## config.mk

```make
export PLATFORM = sky130hd
export DESIGN_NAME = uart_tx_controller
export DESIGN_NICKNAME = d
export VERILOG_FILES = /design/src/rtl/uart_tx_controller_pkg.sv /design/src/rtl/uart_tx_shift_reg.sv /design/src/rtl/uart_tx_controller.sv
export SDC_FILE = /design/constraint.sdc
export NUM_CORES = 1
export LEC_CHECK = 0
export ABC_CLOCK_PERIOD_IN_PS = 4580
export CELL_PAD_IN_SITES_DETAIL_PLACEMENT = 2
export CELL_PAD_IN_SITES_GLOBAL_PLACEMENT = 2
export CORE_ASPECT_RATIO = 1.2
export CORE_UTILIZATION = 38
export CTS_BUF_LIST = sky130_fd_sc_hd__clkbuf_4 sky130_fd_sc_hd__clkbuf_8
export DETAILED_ROUTE_END_ITERATION = 10
export PLACE_DENSITY = 0.94
export SYNTH_ARGS = -nofsm -noshare
export SYNTH_HDL_FRONTEND = slang
export SYNTH_HIERARCHICAL = 1
export SYNTH_SLANG_ARGS = --single-unit
```

## constraint.sdc

```tcl
create_clock -name clock -period 4.58 [get_ports clock]
set_input_delay 0.687 -clock clock [delete_from_list [all_inputs] [get_ports clock]]
set_output_delay 0.687 -clock clock [all_outputs]
set_load 0.05 [all_outputs]
```

## src/rtl/uart_tx_controller_pkg.sv

```systemverilog
// Shared definitions for the UART transmit frame sequencer.
package uart_tx_controller_pkg;

   // Frame sequencing states, fixed 3-bit encoding.
   typedef enum logic [2:0] {
      IDLE   = 3'd0,
      START  = 3'd1,
      DATA   = 3'd2,
      PARITY = 3'd3,
      STOP   = 3'd4
   } tx_state_e;

   localparam int unsigned DEFAULT_OVERSAMPLE = 16;

   // Parity-mode selectors for PARITY_ODD.
   localparam int unsigned PAR_EVEN = 0;
   localparam int unsigned PAR_ODD  = 1;

   // Level of the serial line while idle and during stop bits.
   localparam logic LINE_IDLE = 1'b1;

endpackage

```

## src/rtl/uart_tx_shift_reg.sv

```systemverilog
// Holds the word in flight plus its parity bit; shifts LSB-first on request.
module uart_tx_shift_reg
   import uart_tx_controller_pkg::*;
#(
   parameter int unsigned DATA_WIDTH = 8,
   parameter int unsigned PARITY_ODD = PAR_EVEN
) (
   input  logic                  clock,
   input  logic                  reset,
   input  logic                  load,
   input  logic                  shift,
   input  logic [DATA_WIDTH-1:0] load_data,
   output logic                  cur_bit,
   output logic                  next_bit,
   output logic                  parity_bit
);

   localparam logic ODD_SENSE = (PARITY_ODD == PAR_ODD);

   logic [DATA_WIDTH-1:0] sreg_q;
   logic                  parity_q;

   // Load captures the word and its parity together; shift drops the sent LSB.
   always_ff @(posedge clock or negedge reset) begin
      if (!reset) begin
         sreg_q   <= '0;
         parity_q <= 1'b0;
      end else if (load) begin
         sreg_q   <= load_data;
         parity_q <= (^load_data) ^ ODD_SENSE;
      end else if (shift) begin
         sreg_q   <= {1'b0, sreg_q[DATA_WIDTH-1:1]};
      end
   end

   // next_bit lets the FSM register the following data bit on the same edge it shifts.
   assign cur_bit    = sreg_q[0];
   assign next_bit   = sreg_q[1];
   assign parity_bit = parity_q;

endmodule

```

## src/rtl/uart_tx_controller.sv

```systemverilog
// UART transmit frame sequencer: start, data LSB-first, optional parity, stop.
module uart_tx_controller
   import uart_tx_controller_pkg::*;
#(
   parameter int unsigned DATA_WIDTH = 8,
   parameter int unsigned OVERSAMPLE = DEFAULT_OVERSAMPLE,
   parameter int unsigned PARITY_EN  = 1,
   parameter int unsigned PARITY_ODD = PAR_EVEN,
   parameter int unsigned STOP_BITS  = 1
) (
   input  logic                  clock,
   input  logic                  reset,
   input  logic                  sample_ENABLE,
   input  logic                  tx_en,
   input  logic                  tx_wr,
   input  logic [DATA_WIDTH-1:0] tx_data,
   output logic                  tx_out,
   output logic                  tx_busy,
   output logic                  tx_done
);

   localparam int unsigned TICK_W = $clog2(OVERSAMPLE);
   localparam int unsigned BIT_W  = $clog2(DATA_WIDTH);
   localparam logic [TICK_W-1:0] TICK_LAST = TICK_W'(OVERSAMPLE - 1);
   localparam logic [BIT_W-1:0]  DATA_LAST = BIT_W'(DATA_WIDTH - 1);
   localparam logic [BIT_W-1:0]  STOP_LAST = BIT_W'(STOP_BITS - 1);

   tx_state_e         state_q, state_d;
   logic [TICK_W-1:0] tick_cnt_q, tick_cnt_d;
   logic [BIT_W-1:0]  bit_cnt_q, bit_cnt_d;
   logic              tx_out_q, tx_out_d;
   logic              tx_busy_q, tx_busy_d;
   logic              tx_done_q, tx_done_d;
   logic              sr_load, sr_shift;
   logic              sr_cur, sr_next, sr_parity;

   uart_tx_shift_reg #(
      .DATA_WIDTH (DATA_WIDTH),
      .PARITY_ODD (PARITY_ODD)
   ) u_shift_reg (
      .clock      (clock),
      .reset      (reset),
      .load       (sr_load),
      .shift      (sr_shift),
      .load_data  (tx_data),
      .cur_bit    (sr_cur),
      .next_bit   (sr_next),
      .parity_bit (sr_parity)
   );

   // State, counters and registered outputs; reset returns the line high at once.
   always_ff @(posedge clock or negedge reset) begin
      if (!reset) begin
         state_q    <= IDLE;
         tick_cnt_q <= '0;
         bit_cnt_q  <= '0;
         tx_out_q   <= LINE_IDLE;
         tx_busy_q  <= 1'b0;
         tx_done_q  <= 1'b0;
      end else begin
         state_q    <= state_d;
         tick_cnt_q <= tick_cnt_d;
         bit_cnt_q  <= bit_cnt_d;
         tx_out_q   <= tx_out_d;
         tx_busy_q  <= tx_busy_d;
         tx_done_q  <= tx_done_d;
      end
   end

   // Next-state: accept in IDLE, otherwise advance one bit every OVERSAMPLE ticks.
   always_comb begin
      state_d    = state_q;
      tick_cnt_d = tick_cnt_q;
      bit_cnt_d  = bit_cnt_q;
      tx_out_d   = tx_out_q;
      tx_busy_d  = tx_busy_q;
      tx_done_d  = 1'b0;
      sr_load    = 1'b0;
      sr_shift   = 1'b0;

      if (state_q == IDLE) begin
         tx_out_d  = LINE_IDLE;
         tx_busy_d = 1'b0;
         // Accept wins over a coincident tick: the counter restarts from zero.
         if (tx_wr && tx_en) begin
            state_d    = START;
            tick_cnt_d = '0;
            bit_cnt_d  = '0;
            tx_out_d   = 1'b0;
            tx_busy_d  = 1'b1;
            sr_load    = 1'b1;
         end
      end else if (sample_ENABLE) begin
         if (tick_cnt_q != TICK_LAST) begin
            tick_cnt_d = tick_cnt_q + 1'b1;
         end else begin
            tick_cnt_d = '0;
            unique case (state_q)
               START: begin
                  state_d   = DATA;
                  bit_cnt_d = '0;
                  tx_out_d  = sr_cur;
               end
               DATA: begin
                  if (bit_cnt_q == DATA_LAST) begin
                     bit_cnt_d = '0;
                     if (PARITY_EN != 0) begin
                        state_d  = PARITY;
                        tx_out_d = sr_parity;
                     end else begin
                        state_d  = STOP;
                        tx_out_d = LINE_IDLE;
                     end
                  end else begin
                     bit_cnt_d = bit_cnt_q + 1'b1;
                     tx_out_d  = sr_next;
                     sr_shift  = 1'b1;
                  end
               end
               PARITY: begin
                  state_d   = STOP;
                  bit_cnt_d = '0;
                  tx_out_d  = LINE_IDLE;
               end
               STOP: begin
                  // bit_cnt is reused to count stop bits.
                  if (bit_cnt_q == STOP_LAST) begin
                     state_d   = IDLE;
                     bit_cnt_d = '0;
                     tx_busy_d = 1'b0;
                     tx_done_d = 1'b1;
                  end else begin
                     bit_cnt_d = bit_cnt_q + 1'b1;
                  end
               end
               default: begin
                  state_d   = IDLE;
                  tx_out_d  = LINE_IDLE;
                  tx_busy_d = 1'b0;
               end
            endcase
         end
      end
   end

   assign tx_out  = tx_out_q;
   assign tx_busy = tx_busy_q;
   assign tx_done = tx_done_q;

endmodule

```

==> results of run 1 <==
[final cells by class]
type,instances,area share
well taps,36,0.0304
flip-flops and latches,22,0.372
multi-input cells,100,0.468
repair buffers,15,0.101
clock buffers,4,0.0203
inverters,3,0.00759
[final timing paths]
| path | to | startpoint | slack [ns] | cells past startpoint |
|---|---|---|---|---|
| worst max register to register | u_shift_reg/sreg_q[5] | tick_cnt_q[0] | 2.16 | 5 |
| worst min-delay path | u_shift_reg/parity_bit | u_shift_reg/parity_bit | 0.57 | 2 |
| min in group asynchronous | u_shift_reg/sreg_q[0] | reset | 0.90 | 1 |
| max in group asynchronous | bit_cnt_q[0] | reset | 3.08 | 1 |
| worst min register to register | u_shift_reg/parity_bit | u_shift_reg/parity_bit | 0.57 | 2 |
| worst max-delay path | u_shift_reg/sreg_q[5] | sample_ENABLE | 1.87 | 5 |
[tightest hold or removal path: stages, from the launching register on]
cell,delay [ns]
dfrtp_1,0.38
nor2_1,0.05
a21oi_1,0.10
[per-stage QoR]
stage	hold WS [ns]	std cells	instance area, um^2	setup slack, ns	total power, mW
2_1_floorplan	0.391	132	1290	2.74	0.577
3_3_place_gp	0.521	176	1450	1.66	0.653
3_5_place_dp	0.535	176	1450	1.53	0.694
4_1_cts	0.572	180	1480	1.86	0.798
5_1_grt	0.603	180	1480	1.69	0.847
6_report	0.569	180	1480	1.87	0.787
[registers in the layout (all words and copies together) (netlist names)]
signal and count:
bit_cnt_q 3, u_shift_reg/sreg_q 8, tx_done 1, tx_out 1
tx_busy 1, tick_cnt_q 4, state_q 3, u_shift_reg/parity_bit 1
[placed cells by master, fill, tap and decap left out, types with 3 or more instances in the layout]
cell / Yosys / final
clkbuf_4: 0 / 4
dfrtp_1: 21 / 21
inv_1: 3 / 3
clkdlybuf4s50_1: 0 / 15
nand2b_1: 3 / 3
nand3_1: 3 / 3
o21ai_0: 19 / 19
nand2_1: 15 / 15
a21oi_1: 7 / 7
mux2i_1: 9 / 9
nor2_1: 6 / 6
xnor2_1: 7 / 7
ha_1: 4 / 4
[layer usage]
metal,up-vias,global-route usage
met1,523,0.218
met5,-,0
li1,498,-
met4,0,0.109
met3,10,0.0254
met2,23,0.398
[cell families (layout without fill, tap and decap cells)]
group / Yosys count / count (layout) / synth area share
AO/OA/AOI/OAI: 40 / 40 / 0.201
XOR/XNOR: 7 / 7 / 0.0475
adder cells (fa/ha/maj): 4 / 4 / 0.0388
buffers and inverters: 10 / 22 / 0.0397
flip-flops: 22 / 22 / 0.427
multiplexers: 11 / 11 / 0.0901
AND/OR/NAND/NOR: 38 / 38 / 0.156
[power breakdown]
group	total [mW]	switching, mW	internal [mW]
combinational	0.314	0.168	0.146
sequential	0.370	0.0941	0.276
clock	0.103	0.0630	0.0400
==> results.txt, run 1 <==
Hold Path Class: reg -> reg
Final Skew: 0.00282 ns
Fill cells: 354
Synth Area per Inst: 9.78 um^2
Period Utilization, post-route: 0.591
Post-CTS Resized: 0
First-pass GRT wire length: 5690 um
Post-synth top area share: 0.407
Pin count of the biggest net entering global routing: 23
Post-Synthesis Cell Area: 1290 um^2
Outcome: finished clean
Critical Path Start Type: input pin
Worst slew pin tran: 1.05 ns
Hold_buf cts: 0
Die height: 65.9 um
IO Pins: 16
Setup TNS: 0 ns
Synth Flop Type: dfrtp_1
HPWL after detailed placement: 2580 um
Number of buffers and inverters on the critical path: 1
Crit-path leading delay family: simple AND/OR/NAND/NOR gates
Hold Vio Cnt, Final: 0
Minimum clock period: 2.71 ns
Cell count after synthesis: 132
Routed wl met2: 1810 um
Net Count, Synth: 149
Top routing layer used: met4
Clock transition at path regs: 0.12 ns
Overall routed net length: 3310 um
Placer congestion estimate: 0.721
Area leader, netlist: dfrtp_1
Peak supply drop: 0.000314 V
Max-slew violation count: 0
Slowest library cell on the worst path: nor4_2
Antenna diode count: 0
Worst EP arrival: 2.85 ns
Top cells by area, synth: dfrtp_1, o21ai_0, mux2i_1
Final routed DRC violation total: 0
Clock buffer depth: 2
Max cap viols: 0
Post-synthesis sequential area ratio: 0.427
Ys async rst share: 1.00
Cell variety after synth: 37
CTS H-Tree Depth: 1
Clock root buffer: clkbuf_4
Slew HR: 0.294
CORE AREA: 3140 um^2
Met3 wire len: 88 um
Number of nets with antenna violations after routing: 0
Detailed Routing Iterations Pass 1: 4
RSZ-0062 raised after global routing: false
Initial antenna violation count: 0
Final net count: 162
Area growth syn-to-layout: 14.8%
Number of synthesis warnings: 6
Routed len/inst: 18.4 um
Biggest cell delay along the critical path: 0.89 ns
CTS tree: built
DIE AREA: 3640 um^2
Cell with the most instances after synthesis: dfrtp_1
Worst-path fanout max: 8
# rows: 22
DR vias/cell: 5.86
Gr usage total: 0.206
Post-layout util: 0.472
Seq. cell area: 552 um^2
Static Leakage: 0.580 nW
Sink Count: 22
Post-synth EDFFs: 0
Die W: 55.2 um
Layout cell share with drive strength beyond 1: 0.104
P per Cell Area: 531 nW/um^2
Setup violations, final: 0
Vias: 1054
Vias in the first global route: 1208
Peak Freq: 0.370 GHz
Postcts setup bufs: 0
Area of the multi-input gates: 694 um^2
Effective utilization at floorplan: 0.411
Crit. End Element: register
Starting DRC count in detailed routing: 19
Clock latency on the worst-skew pair: 0.32 ns
Critical Path RT: 4.73 ns
Port Buffers: 15
CP Cell Sequence: clkdlybuf4s50_1 -> nand4_4 -> nor4_2 -> mux2i_1 -> o21ai_0
List of most frequent post-synthesis cells: dfrtp_1, o21ai_0, nand2_1
Grt ovf: 0
Critical path class: in -> reg
Num CTS Buffers: 3
Metal-1 WL: 1300 um
Synth Register Bits: 22
(Power assumes the default switching activity.)
==> run 2: changes to the inputs <==
- ABC_CLOCK_PERIOD_IN_PS: 4580 -> 2240
- CORE_UTILIZATION: 38 -> 32
- PLACE_DENSITY: 0.94 -> 0.85
- clock period: 4.58 -> 2.24 ns (I/O delays scaled with it)
==> run 2 against run 1 <==
Via count rose by 0.28%. Power up 120%. Combinational power increased by 110%. Critical endpoint is now u_shift_reg/sreg_q[1]. Largest power group unchanged.
==> results.txt, run 2 (synthesized netlist as in run 1, its figures left out) <==
Outcome: finished clean (unchanged)
Die W: 60.0 um (was 55.2 um)
IO Pins: 16 (unchanged)
Effective utilization at floorplan: 0.344 (was 0.411)
Static Leakage: 0.614 nW (was 0.580 nW)
Slew HR: 0.621 (was 0.294)
Critical path class: reg -> reg (was in -> reg)
Worst slew pin tran: 0.564 ns (was 1.05 ns)
Clock root buffer: clkbuf_8 (was clkbuf_4)
Num CTS Buffers: 3 (unchanged)
P per Cell Area: 1090 nW/um^2 (was 531 nW/um^2)
Max reg flops: 8 (unchanged)
First-pass GRT wire length: 5850 um (was 5690 um)
Max cap viols: 0 (unchanged)
Non-Filler Instances: 201 (was 180)
Minimum clock period: 1.98 ns
CORE AREA: 3750 um^2 (was 3140 um^2)
Critical Path RT: 2.37 ns (was 4.73 ns)
Area of the multi-input gates: 694 um^2 (unchanged)
Final Skew: 0.00285 ns (was 0.00282 ns)
Placer congestion estimate: 0.721 (about the same)
DIE AREA: 4290 um^2 (was 3640 um^2)
RSZ-0062 raised after global routing: false (unchanged)
Area growth syn-to-layout: 20.7% (was 14.8%)
Commonest non-fill, non-tap cells in the layout: dfrtp_1, o21ai_0, nand2_1, clkdlybuf4s50_1, mux2i_1 (unchanged)
Vias in the first global route: 1205 (was 1208)
Setup TNS: 0 ns (unchanged)
HPWL after detailed placement: 2640 um (was 2580 um)
Post-CTS Resized: 0 (unchanged)
Port Buffers: 15 (unchanged)
Period Utilization, post-route: 0.886
# rows: 24 (was 22)
Postcts setup bufs: 0 (unchanged)
Worst EP arrival: 2.12 ns (was 2.85 ns)
Initial antenna violation count: 0 (unchanged)
Final net count: 167 (was 162)
Post-layout util: 0.415 (was 0.472)
Critical Path Start Type: register (was input pin)
Overall routed net length: 3530 um (was 3310 um)
Worst-path fanout max: 8 (unchanged)
CTS H-Tree Depth: 1 (unchanged)
Commonest non-fill, non-tap cell in the layout: dfrtp_1 (unchanged)
Final routed DRC violation total: 0 (unchanged)
Die height: 71.6 um (was 65.9 um)
Starting DRC count in detailed routing: 40 (was 19)
Clock transition at path regs: 0.08 ns (was 0.12 ns)
Layout cell share with drive strength beyond 1: 0.134 (was 0.104)
Pin count of the biggest net entering global routing: 23 (unchanged)
Peak Freq: 0.504 GHz
Sink Count: 22 (unchanged)
Total Power: 1.69 mW (was 0.787 mW)
Antenna diode count: 0 (unchanged)
Largest registers: u_shift_reg/sreg_q: 8 flops, tick_cnt_q: 4 flops (unchanged)
Grt ovf: 0 (unchanged)
Fill cells: 415 (was 354)
Hold Vio Cnt, Final: 0 (unchanged)
Peak supply drop: 0.000286 V (was 0.000314 V)
Routed len/inst: 17.5 um (was 18.4 um)
Number of nets with antenna violations after routing: 0 (unchanged)
Setup violations, final: 0 (unchanged)
Detailed Routing Iterations Pass 1: 2 (was 4)
Vias: 1057 (was 1054)
Top reg by flops: u_shift_reg/sreg_q (unchanged)
Hold_buf cts: 0 (unchanged)
CTS tree: built (unchanged)
Clock latency on the worst-skew pair: 0.27 ns (was 0.32 ns)
Hold Path Class: in -> async (was reg -> reg)
Seq. cell area: 552 um^2 (unchanged)
Crit. End Element: register (unchanged)
Cell count after placement: 197 (was 176)
Gr usage total: 0.189 (was 0.206)
Max-slew violation count: 0 (unchanged)
Clock buffer depth: 2 (unchanged)
DR vias/cell: 5.26 (was 5.86)
==> run 2: worst paths after layout <==
check	slack (ns)	to	depth (start not counted)	start
worst max-delay path	0.26	u_shift_reg/sreg_q[1]	6	tick_cnt_q[0]
worst min-delay path	0.42	state_q[2]	2	reset
worst max register to register	0.26	u_shift_reg/sreg_q[1]	6	tick_cnt_q[0]
worst min register to register	0.57	tx_busy	2	tx_busy
max in group asynchronous	1.53	tx_out	2	reset
min in group clock	0.57	tx_busy	2	tx_busy
==> run 2: worst max-delay path: stages, from the launching register on <==
cell and delay [ns]:
dfrtp_1 0.43, ha_1 0.34, nand4_4 0.20, nor4_2 0.26
buf_4 0.24, mux2i_1 0.26, o21ai_0 0.13
==> run 2: final cells by class <==
| type | count | area share |
|---|---|---|
| clock buffers | 4 | 0.0313 |
| well taps | 52 | 0.0417 |
| repair buffers | 20 | 0.120 |
| inverters | 3 | 0.00722 |
| flip-flops and latches | 22 | 0.354 |
| multi-input cells | 100 | 0.445 |
==> run 2: power by group <==
group / switching, mW / internal [mW]
sequential: 0.181 / 0.566
combinational: 0.370 / 0.306
clock: 0.131 / 0.139
total: 0.682 / 1.01
==> run 2: per-stage QoR <==
step | hold WS, ns | worst slack (ns) | area [um^2]
4_1_cts | 0.427 | 0.238 | 1560
3_5_place_dp | 0.511 | 0.189 | 1510
5_1_grt | 0.450 | 0.106 | 1560
6_report | 0.422 | 0.255 | 1560
3_3_place_gp | 0.496 | 0.294 | 1510
2_1_floorplan | 0.0404 | 0.589 | 1290
==> run 2: routing by layer <==
| metal | wire length, um | track usage |
|---|---|---|
| met1 | 1370 | 0.203 |
| met2 | 2020 | 0.358 |
| met3 | 55 | 0.0217 |
| met4 | 83 | 0.0801 |
| met5 | 0 | 0 |
==> run 3: changes to the inputs <==
- CORE_MARGIN: default -> 8
==> run 3 against run 2 <==
First-iteration DRC count grew 18%. Power grew 6.0%. Clock power grew 40%. Sequential share of layout area shrank 0.56 points. Via count is the same. Sequential power is essentially flat. Die area grew 47%. Fmax grew 2.1%. Critical endpoint is now tx_out.
==> results.txt, run 3 (synthesized netlist as in run 1, its figures left out) <==
Outcome: finished clean (unchanged)
Static Leakage: 0.624 nW (was 0.614 nW)
Top reg by flops: u_shift_reg/sreg_q (unchanged)
CP Cell Sequence: clkdlybuf4s50_1 (was ha_1 -> nand4_4 -> nor4_2 -> buf_4 -> mux2i_1 -> o21ai_0)
Max cap viols: 0 (unchanged)
Logic pwr share: 0.373 (was 0.399)
Reg2Reg Depth: 6 (unchanged)
Int Pwr: 1.11 mW (was 1.01 mW)
Reg2Reg Setup Slack: 0.30 ns (was 0.26 ns)
Vias: 1057 (unchanged)
Initial antenna violation count: 0 (unchanged)
Minimum clock period: 1.94 ns (was 1.98 ns)
Worst-path fanout max: 2 (was 8)
Area growth syn-to-layout: 22.7% (was 20.7%)
Die height: 85.6 um (was 71.6 um)
First-pass GRT wire length: 6450 um (was 5850 um)
Clock buffer depth: 2 (unchanged)
Hold_buf cts: 0 (unchanged)
Final net count: 167 (unchanged)
Grt ovf: 0 (unchanged)
IO Pins: 16 (unchanged)
Pin count of the biggest net entering global routing: 23 (unchanged)
Antenna diode count: 0 (unchanged)
HPWL after detailed placement: 2710 um (was 2640 um)
CORE AREA: 3910 um^2 (was 3750 um^2)
Slew HR: 0.642 (was 0.621)
Hold Vio Cnt, Final: 0 (unchanged)
Critical Path Start Type: register (unchanged)
CTS tree: built (unchanged)
Worst flop-to-flop path endpoint: u_shift_reg/sreg_q[6] (was u_shift_reg/sreg_q[1])
Sequential fraction of design power: 0.415 (was 0.441)
Peak Freq: 0.514 GHz (was 0.504 GHz)
Postcts setup bufs: 0 (unchanged)
Psw: 0.684 mW (was 0.682 mW)
Routed len/inst: 17.7 um (was 17.5 um)
Detailed Routing Iterations Pass 1: 3 (was 2)
Post-layout util: 0.405 (was 0.415)
Clock power frac: 0.211 (was 0.160)
Setup TNS: 0 ns (unchanged)
Final routed DRC violation total: 0 (unchanged)
DIE AREA: 6330 um^2 (was 4290 um^2)
Period Utilization, post-route: 0.868 (was 0.886)
Crit. End Element: primary output (was register)
# rows: 25 (was 24)
Critical R2R Launch: tick_cnt_q[0] (unchanged)
Num CTS Buffers: 3 (unchanged)
Overall routed net length: 3600 um (was 3530 um)
Placer congestion estimate: 0.787 (was 0.721)
CTS H-Tree Depth: 1 (unchanged)
P per Cell Area: 1130 nW/um^2 (was 1090 nW/um^2)
Vias in the first global route: 1298 (was 1205)
Clock latency on the worst-skew pair: 0.26 ns (was 0.27 ns)
Worst EP arrival: 1.61 ns (was 2.12 ns)
Crit-path leading delay family: buffers and inverters (was simple AND/OR/NAND/NOR gates)
Critical path startpoint: tx_out (was tick_cnt_q[0])
Post-CTS Resized: 0 (unchanged)
Number of nets with antenna violations after routing: 0 (unchanged)
Starting DRC count in detailed routing: 47 (was 40)
Layout cell share with drive strength beyond 1: 0.134 (unchanged)
DR vias/cell: 5.21 (was 5.26)
Setup violations, final: 0 (unchanged)
RSZ-0062 raised after global routing: false (unchanged)
Die W: 74.0 um (was 60.0 um)
Effective utilization at floorplan: 0.330 (was 0.344)
Clock transition at path regs: 0.09 ns (was 0.08 ns)
Hold Path Class: in -> async (unchanged)
Biggest cell delay along the critical path: 0.81 ns (was 0.43 ns)
Max reg flops: 8 (unchanged)
Final Skew: 0.00233 ns (was 0.00285 ns)
Clock root buffer: clkbuf_8 (unchanged)
Number of buffers and inverters on the critical path: 1 (unchanged)
Peak supply drop: 0.000318 V (was 0.000286 V)
Net switching fraction of the power: 0.381 (was 0.403)
Critical Path RT: 1.90 ns (was 2.37 ns)
Slowest library cell on the worst path: clkdlybuf4s50_1 (was dfrtp_1)
Commonest non-fill, non-tap cells in the layout: dfrtp_1, o21ai_0, nand2_1, clkdlybuf4s50_1, mux2i_1 (unchanged)
Commonest non-fill, non-tap cell in the layout: dfrtp_1 (unchanged)
Port Buffers: 15 (unchanged)
Gr usage total: 0.129 (was 0.189)
Max-slew violation count: 0 (unchanged)
Worst slew pin tran: 0.533 ns (was 0.564 ns)
Largest registers: u_shift_reg/sreg_q: 8 flops, tick_cnt_q: 4 flops (unchanged)
Critical path class: reg -> out (was reg -> reg)
Sink Count: 22 (unchanged)
## run 3: cell count changes in the layout (fill, tap and decap cells not counted), sizes merged
cell    before  now
clkbuf       4    3
bufinv       0    1
## run 3: area by class of cell
| cell class | instances | area [um^2] |
|---|---|---|
| inverters | 3 | 11.3 |
| multi-input cells | 100 | 694 |
| well taps | 54 | 67.6 |
| fillers | 432 | 2330 |
| repair buffers | 20 | 188 |
| flip-flops and latches | 22 | 552 |
| clock buffers | 3 | 41.3 |
| clock inverters | 1 | 30.0 |
## run 3: through the flow
stage | power [mW] | cell area [um^2] | cells | setup WS, ns | hold slack [ns]
detailed placement | 1.43 | 1510 | 199 | 0.272 | 0.552
CTS | 1.82 | 1580 | 203 | 0.271 | 0.434
floorplan | 1.18 | 1290 | 132 | 0.589 | 0.0404
global route | 1.94 | 1580 | 203 | 0.113 | 0.449
global placement | 1.34 | 1510 | 199 | 0.305 | 0.497
finish | 1.79 | 1580 | 203 | 0.295 | 0.428
## run 3: worst max-delay path by stage
stage	end	slack [ns]	cells past startpoint
after global placement	u_shift_reg/sreg_q[2]	0.31	6
after global routing	u_shift_reg/sreg_q[6]	0.11	6
final	tx_out	0.30	1
after floorplan	u_shift_reg/sreg_q[0]	0.59	6
after CTS	u_shift_reg/sreg_q[6]	0.27	6
after detailed placement	u_shift_reg/sreg_q[6]	0.27	6
## run 3: layer usage
| metal | global-route usage | wire [um] | up-vias |
|---|---|---|---|
| met2 | 0.250 | 2120 | 13 |
| met5 | 0 | 0 | - |
| li1 | - | - | 500 |
| met3 | 0.0222 | 81 | 5 |
| met1 | 0.127 | 1340 | 539 |
| met4 | 0.0510 | 57 | 0 |
## run 3: power groups by stage
stage          combinational (mW)  sequential, mW  clock (mW)
6_report                    0.670           0.745       0.379
4_1_cts                     0.686           0.749       0.386
3_3_place_gp                0.611           0.728           0
2_1_floorplan               0.443           0.736           0
5_1_grt                     0.764           0.776       0.398
3_5_place_dp                0.674           0.753           0
